===== config.mk =====
export PLATFORM = sky130hd
export DESIGN_NAME = fpga_cfg_sequencer
export DESIGN_NICKNAME = d
export VERILOG_FILES = /design/src/rtl/fpga_cfg_sequencer.sv
export SDC_FILE = /design/constraint.sdc
export NUM_CORES = 1
export LEC_CHECK = 0
export CORE_AREA = 2 2 66 68
export CTS_CLUSTER_DIAMETER = 80
export CTS_CLUSTER_SIZE = 12
export DETAILED_ROUTE_END_ITERATION = 8
export DIE_AREA = 0 0 68 70
export GPL_ROUTABILITY_DRIVEN = 1
export GPL_TIMING_DRIVEN = 0
export PLACE_DENSITY = 0.74
export SYNTH_ARGS = -nofsm -noshare
export SYNTH_HDL_FRONTEND = slang
export SYNTH_SLANG_ARGS = --single-unit

===== constraint.sdc =====
create_clock -name clk -period 1.76 [get_ports clk]
set_clock_uncertainty 0.2 [all_clocks]
set_input_delay 0.176 -clock clk [delete_from_list [all_inputs] [get_ports clk]]
set_output_delay 0.176 -clock clk [all_outputs]
set_load 0.02 [all_outputs]

===== src/rtl/fpga_cfg_sequencer.sv =====
// fpga_cfg_sequencer: streams the bitstream LSB-first into the fabric, then waits
// for cfg_ready before enabling run, flagging a sticky error on timeout.
module fpga_cfg_sequencer #(
    parameter int BITSTREAM_LENGTH = 1024,
    parameter int TIMEOUT_CYCLES   = 256
) (
    input  logic       clk,
    input  logic       rst_n,
    input  logic       start,
    input  logic       stop,
    input  logic [7:0] host_tdata,
    input  logic       host_tvalid,
    output logic       host_tready,
    output logic       cfg,
    output logic       cfg_tdata,
    output logic       cfg_tvalid,
    input  logic       cfg_tready,
    input  logic       cfg_ready,
    output logic       run,
    output logic       busy,
    output logic       error
);
    localparam int BW = $clog2(BITSTREAM_LENGTH + 1);
    localparam int TW = $clog2(TIMEOUT_CYCLES + 1);
    localparam logic [BW-1:0] B_LEN  = BW'(BITSTREAM_LENGTH);
    localparam logic [BW-1:0] B_LAST = BW'(BITSTREAM_LENGTH - 1);
    localparam logic [TW-1:0] T_LAST = TW'(TIMEOUT_CYCLES - 1);

    typedef enum logic [2:0] {IDLE, LOAD, WAIT_READY, RUN, ERR} state_t;

    state_t          state;
    logic [7:0]      data_buf;
    logic            buf_valid;
    logic [2:0]      bit_idx;
    logic [BW-1:0]   bits_sent;
    logic [TW-1:0]   tcnt;

    assign host_tready = state == LOAD && !buf_valid && bits_sent < B_LEN;
    assign cfg_tvalid  = state == LOAD && buf_valid;
    assign cfg_tdata   = data_buf[bit_idx];

    always_ff @(posedge clk or negedge rst_n) begin
        if (!rst_n) begin
            state     <= IDLE;
            cfg       <= 1'b0;
            run       <= 1'b0;
            busy      <= 1'b0;
            error     <= 1'b0;
            data_buf  <= '0;
            buf_valid <= 1'b0;
            bit_idx   <= '0;
            bits_sent <= '0;
            tcnt      <= '0;
        end else begin
            case (state)
                IDLE: begin
                    bits_sent <= '0;
                    buf_valid <= 1'b0;
                    if (start) begin
                        state <= LOAD;
                        cfg   <= 1'b1;
                        busy  <= 1'b1;
                    end
                end
                LOAD: begin
                    if (host_tvalid && host_tready) begin
                        data_buf  <= host_tdata;
                        buf_valid <= 1'b1;
                        bit_idx   <= '0;
                    end
                    // The last bit may land mid-byte; its unsent upper bits are dropped.
                    if (cfg_tvalid && cfg_tready) begin
                        bit_idx   <= bit_idx + 3'd1;
                        bits_sent <= bits_sent + 1'b1;
                        if (bit_idx == 3'd7 || bits_sent == B_LAST)
                            buf_valid <= 1'b0;
                        if (bits_sent == B_LAST) begin
                            state <= WAIT_READY;
                            tcnt  <= '0;
                        end
                    end
                end
                WAIT_READY: begin
                    tcnt <= tcnt + 1'b1;
                    if (cfg_ready) begin
                        state <= RUN;
                        cfg   <= 1'b0;
                        busy  <= 1'b0;
                        run   <= 1'b1;
                    end else if (tcnt == T_LAST) begin
                        state <= ERR;
                        cfg   <= 1'b0;
                        busy  <= 1'b0;
                        error <= 1'b1;
                    end
                end
                RUN: begin
                    if (start) begin
                        state     <= LOAD;
                        run       <= 1'b0;
                        cfg       <= 1'b1;
                        busy      <= 1'b1;
                        bits_sent <= '0;
                        buf_valid <= 1'b0;
                    end else if (stop) begin
                        state <= IDLE;
                        run   <= 1'b0;
                    end
                end
                ERR: begin
                    if (start) begin
                        state     <= LOAD;
                        error     <= 1'b0;
                        cfg       <= 1'b1;
                        busy      <= 1'b1;
                        bits_sent <= '0;
                        buf_valid <= 1'b0;
                    end
                end
                default: state <= IDLE;
            endcase
        end
    end
endmodule


==> flow_summary.yaml <==
drt:
  drcViolationCount: 0
  drtPass1Iterations: 4
  drt_iter0_markers: 90
  drt_wl_total_um: 5005
  wire_per_inst_um: 16.04
  ant_nets: 0
  vias: 1757
  viasPerCell: 5.631
finish:
  nets: 281
  fillCellCount: 285
  final_cell_mix: "34 x buf_4, 34 x dfrtp_1, 15 x nor2_1, 15 x clkdlybuf4s50_1, 13 x buf_6"
  antennaDiodeCount: 0
  finalInstanceArea_um2: 3025
  layout.cells.non_filler: 312
  syn_to_final_growth_pct: 52.56
  drive_gt1_share_pct: 48.46
timing:
  slew_headroom_pct: 43.50
  worstMarginPinSlew_ps: 847.5
  finalSetupViolCount: 32
  drv_slew: 0
  period_needed_ps: 2030
  period_share_pct: 115.4
  rsz0062_at_grt: "true"
  fin_tns_setup_ps: -4576
  finalHoldViolCount: 0
  max_freq_mhz: 492.5
  worst_slack_ps: -270.4
critical_path:
  cp-end-kind: "output pin"
  required_ps: 1380
  critPathLaunchType: "flop"
  cp.arrival_ps: 1650
  critPathMaxFanout: 4
  worstSetupPathType: "flop to output pin"
synth:
  async_reset_ff_share_pct: 100.0
  synth_top_area_cell: "dfrtp_1"
  synth_edf_count: 0
  ys_ff_latch: 38
  synth.area.top_cells: "dfrtp_1 48%, mux2_2 5.7%, o21ai_0 4.3%"
  synthCells: 189
  ys.warnings.count: 0
  netlist_area_um2: 1983
  synth_top_cell_area_share_pct: 47.95
  synth_nets: 209
  synth_area_per_cell_um2: 10.49
  synthFlopType: "dfrtp_1"
  ys_types: 42
  yosysSeqAreaShare_pct: 47.95
min_path:
  hold_class: "input port to flop"
pwr:
  power.internal_mw: 1.981
  switching_share_pct: 32.08
  power_density_nw_per_um2: 964.0
  p_comb_share_pct: 37.4
  p_leak_nw: 1.348
  max-vdd-ir-drop_v: 0.001083
  sequentialPowerShare_pct: 41.6
  p_sw_mw: 0.9357
  total_power_mw: 2.917
  pwr-share-clk_pct: 21.0
clock_network:
  insertion_delay_ps: 300
  clk_pin_slew_ps: 70
  cts_sinks: 38
  htree_num_levels: 2
  cts_tree: "yes"
  cts_root_buf: "clkbuf_8"
  cts_buffer_depth: 2
  cts_buffers: 5
grt:
  antenna_found_initial: 0
  grt_start_max_net_pins: 39
  grtUsageTotal_pct: 22.73
  grt_pass1_vias: 1774
  grt_first_pass_wirelength_um: 7976
  gr-total-overflow: 0
die:
  num_rows: 24
  start_util_pct: 47.86
  io_pins: 22
  core_area_um2: 4144
  fp.dieH_um: 70
  dieArea_um2: 4760
  die_w_um: 68
job:
  maxCapViolations: 0
status:
  violations: "setup timing"
  status: "complete, but fails checks"
placement:
  numPortBuffers: 20
  post-place-ws_ps: -489.0
  place.gp.congestion: 0.7480
  hpwl_um: 2615
  dpl_cell_area_um2: 2250
  placedCellCount: 261
## logic make-up after synthesis
group / Yosys count / synth area share (%)
xor+xnor: 7 / 3.092
buf+inv: 12 / 2.776
mux: 12 / 7.949
compound gates: 44 / 15.27
fa+ha+maj: 5 / 3.155
simple gates: 71 / 19.81
flops: 38 / 47.95
## synth_stat cells (2+ instances only)
cell / count
dfrtp_1: 38
a22oi_1: 3
ha_1: 5
xor2_1: 7
mux4_2: 2
inv_1: 6
nand2_1: 16
buf_2: 2
o31ai_1: 2
nand4_1: 3
nand2b_1: 2
a21oi_1: 6
nor2b_1: 4
mux2_2: 10
clkbuf_1: 2
or4_1: 2
o21ai_0: 17
nand3_1: 11
and3_1: 5
buf_4: 2
nor2_1: 17
a22o_1: 5
o2111ai_1: 2
a31oi_1: 2
## critical path, cell delays in order (launching register included)
cell and delay, ps:
dfrtp_1 390, buf_6 120, or3b_4 400, nor3_4 280, buf_6 160
## state kept, by name, indices dropped and copies added, names as in the netlist
name,cells
bit_idx,3
bits_sent,11
buf_valid,1
busy,1
data_buf,8
error,1
run,1
state,3
tcnt,9
## power by group through the flow
stage / clock, mW / combinational [mW] / sequential, mW
6_report: 0.612 / 1.09 / 1.21
5_1_grt: 0.661 / 1.17 / 1.24
4_1_cts: 0.614 / 0.972 / 1.21
3_5_place_dp: 0 / 0.764 / 1.22
3_3_place_gp: 0 / 0.751 / 1.21
2_1_floorplan: 0 / 0.542 / 1.18
## per-layer routing
layer | GRT usage, % | vias to the layer above | wire length (um)
met4 | 14.00 | 0 | 125
li1 | - | 832 | -
met5 | 0 | - | 0
met3 | 4.348 | 11 | 150
met1 | 27.66 | 884 | 2106
met2 | 36.25 | 30 | 2622
## what timing repair did
action | in CTS | in global routing
cloned | 1 | 1
hold endpoints to repair | 38 | 0
hold buffers | 1 | 0
resized for setup | 78 | 33
setup endpoints to repair | 37 | 40
pin swaps | 20 | 30
setup buffers | 31 | 16
## through the flow
step / util (%) / hold WS (ps)
after floorplan: - / -319.6
after CTS: 67.72 / 97.29
after global routing: 73.01 / 123.7
after global placement: 54.41 / 264.1
final: 73.01 / 119.5
after detailed placement: 54.29 / 125.8
## final timing paths
check / endpoint / start / cells past startpoint / slack (ps)
setup / recovery: host_tready / state[1]$_DFFE_PN0P_ / 4 / -270
hold / removal: busy$_DFFE_PN0P_ / start / 3 / 120
setup reg to reg: data_buf[1]$_DFFE_PN0P_ / state[1]$_DFFE_PN0P_ / 6 / -270
hold reg to reg: data_buf[6]$_DFFE_PN0P_ / data_buf[6]$_DFFE_PN0P_ / 1 / 300
max in group asynchronous: buf_valid$_DFFE_PN0P_ / rst_n / 2 / 440
min in group asynchronous: bits_sent[5]$_DFFE_PN0P_ / rst_n / 2 / 320
## area by class of cell
type | count | area [um^2] | area share, %
buffer | 5 | 41.29 | 1.365
clock buffer | 6 | 82.58 | 2.730
inverter | 6 | 22.52 | 0.7444
multi-input combinational | 141 | 1277 | 42.23
sequential | 38 | 955.9 | 31.60
tap | 52 | 65.06 | 2.151
timing repair buffer | 64 | 580.6 | 19.19
Note: power is estimated with default switching activity, not from simulation.
